[config.mk]
export PLATFORM = sky130hd
export DESIGN_NAME = counter_mode_ctrl
export DESIGN_NICKNAME = d
export VERILOG_FILES = /design/src/rtl/counter_mode_ctrl.sv
export SDC_FILE = /design/constraint.sdc
export NUM_CORES = 1
export LEC_CHECK = 0
export ABC_AREA = 0
export CORE_UTILIZATION = 56
export CTS_CLUSTER_SIZE = 10
export DETAILED_ROUTE_END_ITERATION = 10
export PLACE_DENSITY = 0.84
export REMOVE_ABC_BUFFERS = 1
export SYNTH_ARGS = -nofsm -noshare
export SYNTH_HDL_FRONTEND = slang
export SYNTH_SLANG_ARGS = --single-unit
[constraint.sdc]
create_clock -name clk -period 6.01 [get_ports clk]
set_clock_uncertainty 0.05 [all_clocks]
set_input_delay 1.5025 -clock clk [delete_from_list [all_inputs] [get_ports clk]]
set_output_delay 1.5025 -clock clk [all_outputs]
set_load 0.03 [all_outputs]
[src/rtl/counter_mode_ctrl.sv]
// counter_mode_ctrl: programmable run controller (mode/limit, start/stop/pause, tc/done status).
// Define COUNTER_CTRL_PRESCALE_EN to step the count once every PRESCALE run cycles.
module counter_mode_ctrl #(
    parameter int WIDTH         = 4,
    parameter int DEFAULT_LIMIT = 9,
    parameter int PRESCALE      = 4
) (
    input  logic             clk,
    input  logic             reset,
    input  logic             cfg_valid,
    output logic             cfg_ready,
    input  logic [1:0]       cfg_mode,
    input  logic [WIDTH-1:0] cfg_limit,
    input  logic             start,
    input  logic             stop,
    output logic [WIDTH-1:0] count,
    output logic             tc,
    output logic             busy,
    output logic             done
);

    typedef enum logic [1:0] {
        IDLE = 2'd0,
        RUN  = 2'd1,
        DONE = 2'd2
    } state_e;

    localparam logic [1:0] MODE_UP      = 2'b00;
    localparam logic [1:0] MODE_DOWN    = 2'b01;
    localparam logic [1:0] MODE_ONESHOT = 2'b10;
    localparam logic [1:0] MODE_BOUNCE  = 2'b11;

    state_e           state_q, state_d;
    logic [WIDTH-1:0] count_q, count_d;
    logic [WIDTH-1:0] limit_q, limit_d;
    logic [1:0]       mode_q, mode_d;
    logic             dir_down_q, dir_down_d;

    logic tick;
    logic cfg_fire;
    logic at_limit;
    logic at_zero;
    logic at_terminal;

    assign cfg_ready = (state_q != RUN);
    assign cfg_fire  = cfg_valid && cfg_ready;
    assign busy      = (state_q == RUN);
    assign done      = (state_q == DONE);
    assign count     = count_q;
    assign at_limit  = (count_q == limit_q);
    assign at_zero   = (count_q == '0);

`ifdef COUNTER_CTRL_PRESCALE_EN
    localparam int            PW         = (PRESCALE > 1) ? $clog2(PRESCALE) : 1;
    localparam logic [PW-1:0] PRESC_LAST = PW'(PRESCALE - 1);

    logic [PW-1:0] presc_q, presc_d;

    assign tick = (presc_q == PRESC_LAST);

    // Restart the step period on any fresh run or reconfiguration; hold while paused.
    always_comb begin
        presc_d = presc_q;
        if (cfg_fire || (state_q != RUN && state_d == RUN)) begin
            presc_d = '0;
        end else if (state_q == RUN && state_d == RUN) begin
            presc_d = tick ? '0 : presc_q + 1'b1;
        end
    end

    always_ff @(posedge clk) begin
        if (reset) begin
            presc_q <= '0;
        end else begin
            presc_q <= presc_d;
        end
    end
`else
    // Without the prescaler every cycle is a tick (PRESCALE is only legal when >= 1).
    assign tick = (PRESCALE >= 1);
`endif

    always_comb begin
        at_terminal = at_limit;
        if (mode_q == MODE_DOWN || (mode_q == MODE_BOUNCE && dir_down_q)) begin
            at_terminal = at_zero;
        end
    end

    assign tc = busy && tick && at_terminal;

    always_comb begin
        state_d    = state_q;
        count_d    = count_q;
        limit_d    = limit_q;
        mode_d     = mode_q;
        dir_down_d = dir_down_q;

        case (state_q)
            RUN: begin
                if (stop) begin
                    state_d = IDLE;
                end else if (tick) begin
                    // A zero limit pins the count at 0 in every mode.
                    if (limit_q == '0) begin
                        count_d = '0;
                        if (mode_q == MODE_ONESHOT) begin
                            state_d = DONE;
                        end
                    end else begin
                        case (mode_q)
                            MODE_UP: begin
                                count_d = at_limit ? '0 : count_q + 1'b1;
                            end
                            MODE_DOWN: begin
                                count_d = at_zero ? limit_q : count_q - 1'b1;
                            end
                            MODE_ONESHOT: begin
                                if (at_limit) begin
                                    state_d = DONE;
                                end else begin
                                    count_d = count_q + 1'b1;
                                end
                            end
                            default: begin
                                if (!dir_down_q && at_limit) begin
                                    dir_down_d = 1'b1;
                                    count_d    = limit_q - 1'b1;
                                end else if (dir_down_q && at_zero) begin
                                    dir_down_d = 1'b0;
                                    count_d    = {{(WIDTH-1){1'b0}}, 1'b1};
                                end else if (dir_down_q) begin
                                    count_d = count_q - 1'b1;
                                end else begin
                                    count_d = count_q + 1'b1;
                                end
                            end
                        endcase
                    end
                end
            end
            DONE: begin
                if (start) begin
                    state_d = RUN;
                    count_d = '0;
                end
            end
            default: begin
                if (start) begin
                    state_d = RUN;
                end
            end
        endcase

        // A configuration load overrides any count reload made above.
        if (cfg_fire) begin
            mode_d     = cfg_mode;
            limit_d    = cfg_limit;
            dir_down_d = 1'b0;
            count_d    = (cfg_mode == MODE_DOWN) ? cfg_limit : '0;
        end
    end

    always_ff @(posedge clk) begin
        if (reset) begin
            state_q    <= IDLE;
            count_q    <= '0;
            limit_q    <= WIDTH'(DEFAULT_LIMIT);
            mode_q     <= MODE_UP;
            dir_down_q <= 1'b0;
        end else begin
            state_q    <= state_d;
            count_q    <= count_d;
            limit_q    <= limit_d;
            mode_q     <= mode_d;
            dir_down_q <= dir_down_d;
        end
    end

endmodule

==> metrics.md, run 1 <==
| Metric | Value |
|---|---|
| Status | complete, no violations |
| Share of cells above drive strength 1 | about 6.3% |
| Clock Tree Root | clkbuf_4 |
| Die Y | roughly 47 um |
| Fmax | roughly 240 MHz |
| Number of synthesized flops with an enable pin | 0 |
| Net Sw Frac | 38.9% |
| Fin. Hold Viols | 0 |
| Nets | 177 |
| DRT iter0 DRCs | 57 |
| Largest net degree at the start of global routing | 16 |
| First-pass GRT wire length | between 4 and 5 mm |
| Fillers | 165 |
| Final Cycle Share | 70.2% |
| Number of global-route vias before repair | 948 |
| Worst-Skew Late Latency | 0.29 ns |
| Post-route ant nets | 0 |
| WP data arrival | 2.66 ns |
| Hold Crit Class | flip-flop to flip-flop |
| Critical Path End Type | output pin |
| Slowest cell delay on critical path | ~0.67 ns |
| Number of port buffers | 18 |
| Switch Pwr | between 0.0001 and 0.00015 W |
| Library cells used by synthesis | 41 |
| Mapped Area | about 1100 um2 |
| Lkg Pwr | 0.438 nW |
| CP max FO | 11 |
| H-tree depth | 1 |
| Row cnt | 15 |
| HPWL after DPL | ~2.0 mm |
| Ys Warns | 0 |
| Post-synth top flop | dfxtp_1 |
| Clock Sinks | 13 |
| Max cap viols | 0 |
| Pwr Density | between 200 and 250 nW/um2 |
| CTS clk-pin slew, worst paths | around 0.080 ns |
| Crit path cell chain | inv_1, ha_1, or3b_2, mux2_2, nor2_1, clkdlybuf4s50_1 |
| Gr usage total | 28.6% |
| Pint | about 0.00017 W |
| CTS resizes | 0 |
| Fin crit period | 4.22 ns |
| Synth async-reset ratio | 0% |
| Syn-to-layout area delta | 13.8% |
| Residual DRC count | 0 |
| TritonCTS buffer count | 3 |
| Part of the power in combinational logic | about 39% |
| DIE WIDTH | about 47 um |
| Total power after layout | 0.000275 W |
| R2R depth | 6 |
| Mapped Avg Cell Area | roughly 7.6 um2 |
| Hold_buf cts | 0 |
| VDD IR max | between 0.0001 and 0.00015 V |
| Area of the multi-input gates | roughly 730 um2 |
| Max Slew Vio Count | 0 |
| Most frequent cells in the layout | 20 x nand2_1, 18 x clkdlybuf4s50_1, 13 x dfxtp_1 |
| Sequential Power Share | approximately 40% |
| Worst Setup Path Type | flip-flop to output pin |
| Post-CTS Setup Inserts | 0 |
| Routed Wire Length | 2.70 mm |
| Initial antenna violation count | 0 |
| Core ar. | approximately 1800 um2 |
| Vias | around 1100 |
| Grt ovf | 0 |
| CTS tree | built |
| Clk pwr share | a little over a fifth |
| Synth Register Bits | 13 |
| Setup TNS | 0 ns |
| Cell Area, Placed | 1240 um2 |
| Critical Path Start Type | flip-flop |
| Design area | roughly 1300 um2 |
| Vias per inst | slightly above 6 |
| Slowest CP cell | clkdlybuf4s50_1 |
| Final Setup Violations | 0 |
| RSZ-0062 raised after global routing | false |
| Antenna diode count | 0 |
| Crit path required time | about 4.5 ns |
| Slew @ Worst Pin | 0.640 ns |
| FF/Latch Area | roughly 260 um2 |
| Initial core utilization | about three fifths |
| Drt pass-1 iters | 4 |
| Sequential area share after synthesis | a little under a quarter |
| Max_slew headroom | a little under three fifths |
| Max clock buf depth | 2 |
| Commonest non-fill, non-tap cell in the layout | nand2_1 |
| Synth Instances | around 150 |
| I/O pin total | 19 |
| WHS Path Cells | 2 |
| DR WL/cell | about 15 um |
| Final weighted congestion in routability-driven placement | approximately 0.94 |
| Die area | roughly 2200 um2 |
==> layout make-up <==
type / count / area share [%]
Clock buffer: 4 / 2.07
Inverter: 11 / 3.25
Multi-Input combinational cell: 113 / 57.5
Sequential cell: 13 / 20.5
Tap cell: 25 / 2.47
Timing Repair Buffer: 18 / 14.2
==> cells in the mapped netlist, types with 3 or more instances <==
library cell | n | area, um2
o21ai_0 | 6 | 30.0
ha_1 | 6 | 75.1
dfxtp_1 | 13 | 260
nand3_1 | 3 | 15.0
nor3_1 | 7 | 35.0
inv_1 | 11 | 41.3
xnor2_1 | 7 | 61.3
nor2_1 | 12 | 45.0
a211oi_1 | 3 | 22.5
a21oi_1 | 9 | 45.0
nand2b_1 | 3 | 18.8
nand2_1 | 20 | 75.1
a31oi_1 | 3 | 18.8
buf_6 | 4 | 45.0
a311oi_1 | 3 | 26.3
==> registers in the layout (all words and copies together) (netlist names) <==
register / flops
count: 4
dir_down_q: 1
limit_q: 4
mode_q: 2
state_q: 2
==> path summary, 6_finish.rpt <==
| check | slack, ns | to | from |
|---|---|---|---|
| max | 1.79 | tc | count[0] |
| min | 0.50 | limit_q[1] | limit_q[1] |
| max reg2reg | 3.85 | count[3] | count[2] |
| min reg2reg | 0.50 | limit_q[1] | limit_q[1] |
==> routing by layer <==
| layer | GRT usage, % | vias to the layer above | part of all wire, % |
|---|---|---|---|
| li1 | - | 547 | - |
| met1 | 38.8 | 501 | 43 |
| met2 | 45.8 | 61 | 47 |
| met3 | 5.10 | 7 | 8.5 |
| met4 | 8.00 | 0 | 1.4 |
| met5 | 0 | - | 0 |
==> cells by family (layout without fill, tap and decap cells) <==
group,Yosys count,in the layout,synth area share (%)
adders and majority gates,6,6,6.73
buffers and inverters,21,33,11.2
DFF,13,13,23.3
muxes,4,4,3.82
and+or+nand+nor,59,59,27.4
AOI/OAI and AO/OA,36,36,21.2
xor gates and xnor gates,8,8,6.29
==> power groups by stage <==
stage | Clock (W) | Sequential (W) | Combinational (W)
final | 0.0000580 | 0.000110 | 0.000107
after floorplan | 0 | 0.000115 | 0.0000657
after CTS | 0.0000584 | 0.000110 | 0.000105
after detailed placement | 0 | 0.000112 | 0.000104
after global placement | 0 | 0.000111 | 0.000101
after global routing | 0.0000617 | 0.000112 | 0.000116
==> per-stage QoR <==
step	cells	hold WS, ns	util, %	setup slack [ns]
global placement	180	0.465	69.0	2.18
finish	184	0.499	70.4	1.79
CTS	184	0.484	70.4	1.81
floorplan	137	0.427	-	2.47
global route	184	0.512	70.4	1.71
detailed placement	180	0.473	69.0	2.14
==> worst max-delay path: cells and delay by family, from the launching register on <==
kind          cells  cell delay [ns]
fa+ha+maj         1             0.26
flops             1             0.42
mux               1             0.29
buf+inv           2             0.77
simple gates      2             0.64
No activity file was read; power rests on OpenSTA's default activity.
==> run 2, diff against run 1 <==
- CORE_UTILIZATION: 56 -> 47
- PLACE_DENSITY: 0.84 -> 0.75
- clock period: 6.01 -> 3.5 ns (I/O delays scaled with it)
==> run 2 against run 1 <==
Worst setup slack got worse by 1.3 ns. Flip-flop and latch count unchanged. Final cell count increased by 4.3%. Core utilization decreased by 12 points. Largest cell class unchanged. Clock power increased by 74%. Wire length decreased by 2.9%. Count of clock-buffer cells in the layout unchanged. Total power increased by 74%. Largest power group is now combinational logic.
==> metrics.md, run 2 (synthesis results as in run 1) <==
| Metric | Value |
|---|---|
| Status | complete, no violations |
| Max cap viols | 0 |
| Fin crit period | between 3 and 4 ns |
| Final Non-Filler Cells | around 190 |
| Dpl cells | 188 |
| Fin. Hold Viols | 0 |
| Commonest non-fill, non-tap cell in the layout | nand2_1 |
| RSZ-0062 raised after global routing | false |
| Crit path required time | between 2 and 3 ns |
| Critical Path End Type | output pin |
| Max Slew Vio Count | 0 |
| Final Cycle Share | a little under nine tenths |
| Share of cells above drive strength 1 | under 10% |
| Slowest cell delay on critical path | 0.54 ns |
| Max_slew headroom | 66.7% |
| Pwr Density | ~360 nW/um2 |
| TritonCTS buffer count | 3 |
| Worst Setup Path Type | flip-flop to output pin |
| Antenna diode count | 0 |
| Area of the multi-input gates | ~730 um2 |
| Vias per inst | between 5 and 6 |
| Routed length on met3 | about 190 um |
| DR WL/cell | approximately 14 um |
| Crit path cell chain | inv_1, ha_1, or3b_2, mux2_2, nor2_1, dlymetal6s2s_1 |
| Nets | about 180 |
| DIE WIDTH | just over 50 um |
| Gr usage total | around a quarter |
| Slowest CP cell | or3b_2 |
| Drt pass-1 iters | 4 |
| Top sig layer | met4 |
| Final Setup Violations | 0 |
| Die Y | about 51 um |
| Hold_buf cts | 0 |
| Critical Path Start Type | flip-flop |
| FF/Latch Area | roughly 260 um2 |
| Setup TNS | 0 ns |
| Largest net degree at the start of global routing | 14 |
| Core ar. | 2230 um2 |
| Syn-to-layout area delta | 17.7% |
| HPWL after DPL | roughly 2 mm |
| Met2 wire len | 1.16 mm |
| Row cnt | 17 |
| Vias | 1115 |
| Number of global-route vias before repair | roughly 1000 |
| Clock Sinks | 13 |
| Met1 wire length | ~1.2 mm |
| Fmax | 331 MHz |
| Clock Tree Root | clkbuf_4 |
| Hold Crit Class | flip-flop to flip-flop |
| Residual DRC count | 0 |
| Die area | around 2600 um2 |
| Post-route ant nets | 0 |
| Util after Layout | 58.8% |
| DRT iter0 DRCs | 38 |
| CTS clk-pin slew, worst paths | roughly 0.1 ns |
| CTS tree | built |
| Final weighted congestion in routability-driven placement | between 0.9 and 1 |
| WP data arrival | about 2.1 ns |
| Slew @ Worst Pin | 0.497 ns |
| VDD IR max | around 0.00035 V |
| I/O pin total | 19 |
| Most frequent cells in the layout | 20 x nand2_1, 17 x clkdlybuf4s50_1, 13 x dfxtp_1 |
| Fillers | slightly above 200 |
| Routed Wire Length | 2.62 mm |
| Worst R2R Setup Slack | roughly 1.4 ns |
| Max clock buf depth | 2 |
| Number of port buffers | 18 |
| CP max FO | 7 |
| Initial core utilization | between 40% and 50% |
| H-tree depth | 1 |
| Total power after layout | roughly 0.00048 W |
| Worst-Skew Late Latency | about 0.29 ns |
| First-pass GRT wire length | 4.59 mm |
| Initial antenna violation count | 0 |
| Lkg Pwr | between 0.4 and 0.5 nW |
| Grt ovf | 0 |
run 2: power breakdown:
part	internal [W]	switching, W	total (W)
registers	0.000160	0.0000152	0.000175
logic	0.0000914	0.000110	0.000202
clock network	0.0000443	0.0000572	0.000101
run 2: worst paths after layout:
check                   from          to  cells after the start
setup / recovery    count[0]          tc                      6
hold / removal    limit_q[1]  limit_q[1]                      2
setup reg to reg  state_q[0]    count[3]                      7
hold reg to reg   limit_q[1]  limit_q[1]                      2
run 2: timing repair:
action / 4_1_cts / 5_1_grt
buffers inserted: 0 / 0
resized for setup: 0 / 1
setup endpoints to repair: 0 / 1
run 2: per-stage QoR:
stage	hold WS, ns	worst slack [ns]	area [um2]
floorplan	0.427	0.586	1030
global placement	0.469	0.431	1280
detailed placement	0.470	0.409	1280
CTS	0.485	0.0814	1310
global route	0.531	0.373	1310
finish	0.483	0.478	1310
run 2: cell type report:
type / instances / area share, %
Inverter: 11 / 3.15
Multi-Input combinational cell: 113 / 55.6
Tap cell: 28 / 2.67
Clock buffer: 4 / 2.00
Timing Repair Buffer: 23 / 16.8
Sequential cell: 13 / 19.8
run 2: per-layer routing:
metal	GRT usage (%)	vias to the layer above
li1	-	556
met1	30.2	507
met2	38.0	48
met3	4.85	4
met4	8.33	0
met5	0	-
run 2: critical path: cells and delay by family (launching register included):
family | cells | cell delay (ns)
simple gates | 2 | 0.62
buf+inv | 2 | 0.34
flops | 1 | 0.31
mux | 1 | 0.28
fa+ha+maj | 1 | 0.25
